--- config.mk ---
export PLATFORM = sky130hd
export DESIGN_NAME = if_id_buffer
export DESIGN_NICKNAME = d
export VERILOG_FILES = /design/src/rtl/if_pkg.sv /design/src/rtl/if_id_buffer.sv
export SDC_FILE = /design/constraint.sdc
export NUM_CORES = 1
export LEC_CHECK = 0
export ABC_CLOCK_PERIOD_IN_PS = 1800
export BUFFER_PORTS_ARGS = -buffer_cell sky130_fd_sc_hd__buf_2
export CAP_MARGIN = 20
export CORE_MARGIN = 5
export CORE_UTILIZATION = 49
export DETAILED_ROUTE_END_ITERATION = 7
export GPL_ROUTABILITY_DRIVEN = 0
export PLACE_DENSITY = 0.8
export SLEW_MARGIN = 5
export SYNTH_ARGS = -nofsm -noshare
export SYNTH_HDL_FRONTEND = slang
export SYNTH_SLANG_ARGS = --single-unit
--- constraint.sdc ---
create_clock -name clk -period 1.8 [get_ports clk]
set_input_delay 0.27 -clock clk [delete_from_list [all_inputs] [get_ports clk]]
set_output_delay 0.27 -clock clk [all_outputs]
set_load 0.01 [all_outputs]
--- src/rtl/if_pkg.sv ---
// Types and constants shared by fetch, the IF/ID buffer and decode.
package if_pkg;

  localparam int DATA_W = 32;
  localparam logic [DATA_W-1:0] NOP_INSTN = 32'h0000_0000;

  typedef struct packed {
    logic [DATA_W-1:0] instn;
    logic [DATA_W-1:0] pc;
    logic [DATA_W-1:0] nextpc;
  } if_entry_t;

endpackage

--- src/rtl/if_id_buffer.sv ---
// Two-entry FIFO between fetch and decode; presents a NOP when empty and
// discards everything, including the word on in_*, on a branch flush.
module if_id_buffer #(
  parameter int                DATA_W    = if_pkg::DATA_W,
  parameter logic [DATA_W-1:0] NOP_INSTN = if_pkg::NOP_INSTN
) (
  input  logic              clk,
  input  logic              reset,
  input  logic              in_valid,
  output logic              in_ready,
  input  logic [DATA_W-1:0] in_instn,
  input  logic [DATA_W-1:0] in_pc,
  input  logic [DATA_W-1:0] in_nextpc,
  input  logic              flush,
  input  logic              stall,
  output logic              out_valid,
  output logic [DATA_W-1:0] out_instn,
  output logic [DATA_W-1:0] out_pc,
  output logic [DATA_W-1:0] out_nextpc,
  output logic [1:0]        count
);

  if_pkg::if_entry_t r_mem [2];
  logic              r_wptr;
  logic              r_rptr;
  logic [1:0]        r_count;

  logic              w_push;
  logic              w_pop;
  if_pkg::if_entry_t w_head;

  // in_ready comes from registered occupancy only, so stall never reaches fetch combinationally
  assign in_ready  = (r_count != 2'd2);
  assign out_valid = (r_count != 2'd0);
  assign count     = r_count;

  assign w_push = in_valid & in_ready & ~flush;
  assign w_pop  = out_valid & ~stall & ~flush;
  assign w_head = r_mem[r_rptr];

  always_ff @(posedge clk or negedge reset) begin
    if (!reset) begin
      r_mem[0] <= '0;
      r_mem[1] <= '0;
      r_wptr   <= 1'b0;
      r_rptr   <= 1'b0;
      r_count  <= 2'd0;
    end else if (flush) begin
      r_wptr  <= 1'b0;
      r_rptr  <= 1'b0;
      r_count <= 2'd0;
    end else begin
      if (w_push) begin
        r_mem[r_wptr] <= '{instn: in_instn, pc: in_pc, nextpc: in_nextpc};
        r_wptr        <= ~r_wptr;
      end
      if (w_pop) r_rptr <= ~r_rptr;
      if (w_push && !w_pop)      r_count <= r_count + 2'd1;
      else if (w_pop && !w_push) r_count <= r_count - 2'd1;
    end
  end

  always_comb begin
    out_instn  = NOP_INSTN;
    out_pc     = '0;
    out_nextpc = '0;
    if (out_valid) begin
      out_instn  = w_head.instn;
      out_pc     = w_head.pc;
      out_nextpc = w_head.nextpc;
    end
  end

endmodule

# --- Word level (Yosys, flattened, before mapping) ---
# Cells that the tools add are included.
# Widths: inputs -> output; s select.
word_totals:
  inputBits: 101
  register_bits: 196
  word_cells: 51
classes:
  n_reduce_logical: 10
  eq_ne: 1
  bitwise_logic: 10
  mux: 16
  n_lt_le_gt_ge: 3
  n_addsub: 2
op_table:
  columns: ["op", "count"]
  rows:
  - ["$mux 96", 4]
  - ["$bwmux 192", 1]
  - ["$demux 96 s1", 1]
  - ["$mux 32", 3]
  - ["$mux 2", 3]
  - ["$reduce_bool 2->1", 3]
  - ["$and 1x1->1", 4]
  - ["$ge 2x2->1 const B", 2]
  - ["$mux 1", 4]
  - ["$not 1->1", 4]
  - ["$not 1->2", 2]
  - ["$logic_and 1x1->1", 3]
  - ["$reduce_bool 3->1", 1]
  - ["$add 2x1->2 const B", 1]
  - ["$logic_not 1->1", 2]
  - ["$lt 2x1->1 const B", 1]
  - ["$ne 2x2->1 const B", 1]
  - ["$reduce_and 2->1", 1]
  - ["$sub 2x1->2 const B", 1]

# --- Longest topological paths before layout ---
logic_depth:
  ltp_word: 8
  depth_mapped: 6

# --- Least setup slack after synthesis ---
# No wires, ideal clock.
synth_timing:
  kind: "flip-flop to flip-flop"
  from: "reg r_count[1], in the netlist count[1]"
  to: "reg r_mem[54] (netlist name)"
  t_required_ps: 1675
  t_arrival_ps: 1685
  stages_incl_launch_ff: 7
  setup_slack_ps: -9
  cell_sequence: "dfrtp_1 nor2b_2 inv_1 nand4b_1 buf_4 buf_4 mux2_2"
synth_between:
  elab_chain_len: 4
synth_lines:
  columns: ["item", "line", "text"]
  rows:
  - ["start: declaration", "if_id_buffer.sv:26", "logic [1:0] r_count;"]
  - ["start signal: assignment", "if_id_buffer.sv:58", "if (w_push && !w_pop) r_count <= r_count + 2'd1;"]
  - ["start signal: assignment", "if_id_buffer.sv:59", "else if (w_pop && !w_push) r_count <= r_count - 2'd1;"]
  - ["$ne 2x2->1", "if_id_buffer.sv:33", "assign in_ready = (r_count != 2'd2);"]
  - ["named net in_ready", "if_id_buffer.sv:10", "output logic in_ready,"]
  - ["$and 1x1->1 (2 in series)", "if_id_buffer.sv:37", "assign w_push = in_valid & in_ready & ~flush;"]
  - ["$reduce_and 2->1 (no source line)", null, null]
  - ["end signal: indexed assignment", "if_id_buffer.sv:54", "r_mem[r_wptr] <= '{instn: in_instn, pc: in_pc, nextpc: in_nextpc};"]
  - ["end: declaration", "if_id_buffer.sv:23", "if_pkg::if_entry_t r_mem [2];"]
# The timed path passes the listed nets, and every way through them passes these cells.
# A chain may end at the register's enable or synchronous reset.

# --- Final worst setup path ---
layout_timing:
  from: "reg r_count[0], in the netlist count[0]"
  to: "out out_pc[14]"
layout_between:
  elab_chain_len: 2
layout_lines:
  columns: ["item", "line", "text"]
  rows:
  - ["$reduce_bool 2->1", "if_id_buffer.sv:34", "assign out_valid = (r_count != 2'd0);"]
  - ["$mux 32", "if_id_buffer.sv:67", "if (out_valid) begin"]
  - ["end: declaration", "if_id_buffer.sv:18", "output logic [DATA_W-1:0] out_pc,"]
# Every way passes these cells.

==> flow_summary_export.csv <==
group,metric,value,unit
timing,rsz0062_at_grt,"true",
placed_design,pre_cts_slack,0.0413,ns
placed_design,dpl.hpwl,13.1,mm
power_and_ir_drop,power.leakage,0.00573,µW
yosys,synthFlopType,"dfrtp_1",
global_routing,grt_pass1_vias,6292,
global_routing,antenna_found_initial,2,
critical_path,cp_data_required_time,1.53,ns
floorplanning,initial_utilization,50.2,%
power_and_ir_drop,switching_share,27.6,%
floorplanning,fp.dieW,144,µm
flow_run,max-cap-violations,0,
timing,finalCriticalPeriod,1.97,ns
floorplanning,die-area,20600,µm²
timing,layout_setup_ws,-0.166,ns
yosys,ys.warnings.count,0,
cts,cts_sinks,196,
floorplanning,io_pins,201,
cts,clock_latency,0.42,ns
yosys,synth.most_common_cell,"dfrtp_1",
timing,slew_violations,0,
layout,syn_to_final_growth,35.0,%
drt,num_vias,5979,
power_and_ir_drop,seq_power_share,46.3,%
drt,drt_iter0_drc,229,
yosys,yosysTopAreaCellShare,56.1,%
yosys,yosys.cell_types.count,23,
drt,vias_per_cell,5.35,
timing,layout_worst_path_cycle_share,109,%
critical_path,worst_ep_arrival_time,1.70,ns
critical_path,path_class,"reg -> out",
yosys,yosysSeqAreaShare,56.1,%
timing,finalSetupViolCount,191,
yosys,yosys.area.top_type,"dfrtp_1",
global_routing,grt_max_degree,54,
timing,clock_skew,0.00948,ns
layout,fin_util,67.8,%
cts,path_clk_slew,0.07,ns
layout,layout.nets,981,
yosys,synth_xor_area_share,0,%
power_and_ir_drop,totalPowerFinal,13100,µW
timing,fmax,509,MHz
cts,cts_tree,"done",
yosys,synthTopCellsByCount,"dfrtp_1, mux2_2, nor2_1, mux2i_1, mux2_1",
hold_path,hold_class,"in -> reg",
yosys,synth_nets,745,
drt,drc,0,
cts,root_buffer,"clkbuf_16",
drt,wl_per_cell,20.2,µm
yosys,synthSimpleGateAreaFrac,5.12,%
floorplanning,row_count,48,
power_and_ir_drop,clockPowerShare,29.2,%
floorplanning,core,17400,µm²
cts,cts_made_buffers,17,
cts,clockBufferDepth,2,
yosys,synth.avg_cell_area,13.6,µm²
yosys,synth_enable_flop_cells,0,
power_and_ir_drop,pwr-share-comb,24.5,%
layout,drive_above_1_share,51.3,%
yosys,synth_compound_area_share,0.515,%
yosys,synth-adder-area-share,0,%
drt,drtAntennaViolNets,0,
placed_design,numPortBuffers,200,
power_and_ir_drop,powerDensity,1110,nW/µm²
drt,routed_wl,22.6,mm
run_status,violations,"setup timing",
run_status,status,"finished with violations",
power_and_ir_drop,switchingPower,3620,µW
layout,antenna_cells,0,
layout,n_fill_cell,1260,
cts,htree_levels,4,
power_and_ir_drop,ir_worst_vdd,0.651,mV
critical_path,crit_fanout,13,
critical_path,r2r_slack,-0.15,ns
yosys,postSynthCellCount,644,
global_routing,grt_pass1_wl,32.0,mm
yosys,ys_seq_elements,196,
timing,worstMarginPinSlew,0.407,ns
yosys,synth_mux_area_share,35.7,%
global_routing,grt_overflow,0,
timing,relSlewSlack,72.9,%
power_and_ir_drop,internal-power,9500,µW
global_routing,grtUsageTotal,19.7,%
timing,final_hold_viol_count,0,
critical_path,start_kind,"flop",
critical_path,end_kind,"output port",
yosys,async_reset_ff_share,100,%
drt,first_pass_iters,4,
floorplanning,die_h,144,µm
yosys,synth_top_family_by_area,"multiplexers",
yosys,netlist_area,8740,µm²
yosys,synth_area_leaders,"dfrtp_1, mux2_2, mux2i_1",
[power groups by stage]
| stage | sequential, µW | clock, µW | combinational [µW] |
|---|---|---|---|
| final | 6080 | 3820 | 3220 |
| after global routing | 6190 | 4080 | 3480 |
| after CTS | 6000 | 3900 | 2790 |
| after detailed placement | 6080 | 0 | 2630 |
| after global placement | 6020 | 0 | 2550 |
| after floorplan | 5910 | 0 | 1780 |
[worst paths after layout]
check	start	endpoint	cells after the start
setup / recovery	count[0]	out_pc[14]	7
min in group asynchronous	reset	r_mem[140]	2
setup reg to reg	count[0]	r_mem[33]	9
max in group asynchronous	reset	r_mem[82]	3
hold reg to reg	r_mem[122]	r_mem[122]	1
hold / removal	in_pc[3]	r_mem[131]	2
[repair_timing]
action | in CTS | in global routing
endpoints found under the setup margin | 97 | 161
endpoints found under the hold margin | 38 | 0
hold buffers | 1 | 0
pin swaps | 1 | 0
gates cloned | 4 | 14
gates resized for setup | 17 | 99
setup buffers | 7 | 7
[final cells by class]
| class | instances | area [µm²] | share of cell area [%] |
|---|---|---|---|
| Sequential cell | 196 | 4910 | 41.6 |
| Multi-Input combinational cell | 404 | 3960 | 33.6 |
| Timing Repair Buffer | 258 | 2040 | 17.3 |
| Clock buffer | 19 | 443 | 3.75 |
| Tap cell | 225 | 282 | 2.39 |
| Clock inverter | 13 | 149 | 1.26 |
| Inverter | 3 | 11.3 | 0.0954 |
[registers in the layout, indices dropped and copies added, names as in the netlist]
name,count
count,2
r_mem,192
r_rptr,1
r_wptr,1
[cells by family (layout without fill, tap and decap cells)]
group,Yosys count,count (layout)
multiplexers,288,288
AO/OA/AOI/OAI,8,8
buffers and inverters,44,293
flip-flops,196,196
AND/OR/NAND/NOR,108,108
[stage by stage]
| stage | hold slack [ns] | instance area (µm²) | setup TNS (ns) | cells |
|---|---|---|---|---|
| detailed placement | 0.244 | 10200 | 0 | 1054 |
| finish | 0.0782 | 11800 | -22.18 | 1118 |
| CTS | 0.0541 | 11100 | -15.32 | 1098 |
| global route | 0.0587 | 11800 | -34.08 | 1118 |
| global placement | 0.244 | 10200 | 0 | 1054 |
| floorplan | -0.0256 | 8750 | 0 | 644 |
[routing by layer]
layer  up-vias  global-route usage (%)  wire length (µm)
met3        32                    4.93              1200
met5         -                       0                27
li1       2722                       -                 -
met1      3064                    24.2              9540
met4         4                    6.24               340
met2       157                    34.3             11500
[worst max-delay path: stages, from the launching register on]
cell	delay, ns
dfrtp_1	0.40
buf_6	0.13
nor2_4	0.12
buf_6	0.11
buf_12	0.14
clkbuf_16	0.18
nor2_1	0.05
buf_2	0.14
[cells in the final DEF (no fill, tap or decap), types with 12 or more instances in the layout]
cell | netlist | routed
buf_2 | 18 | 199
dfrtp_1 | 196 | 195
mux2i_1 | 96 | 96
nor2_1 | 98 | 85
mux2_4 | 0 | 81
mux2_2 | 152 | 71
mux2_1 | 40 | 40
clkbuf_16 | 0 | 29
buf_12 | 0 | 17
buf_4 | 9 | 13
nor2_2 | 0 | 12
Power figures use the tool's default switching activity.
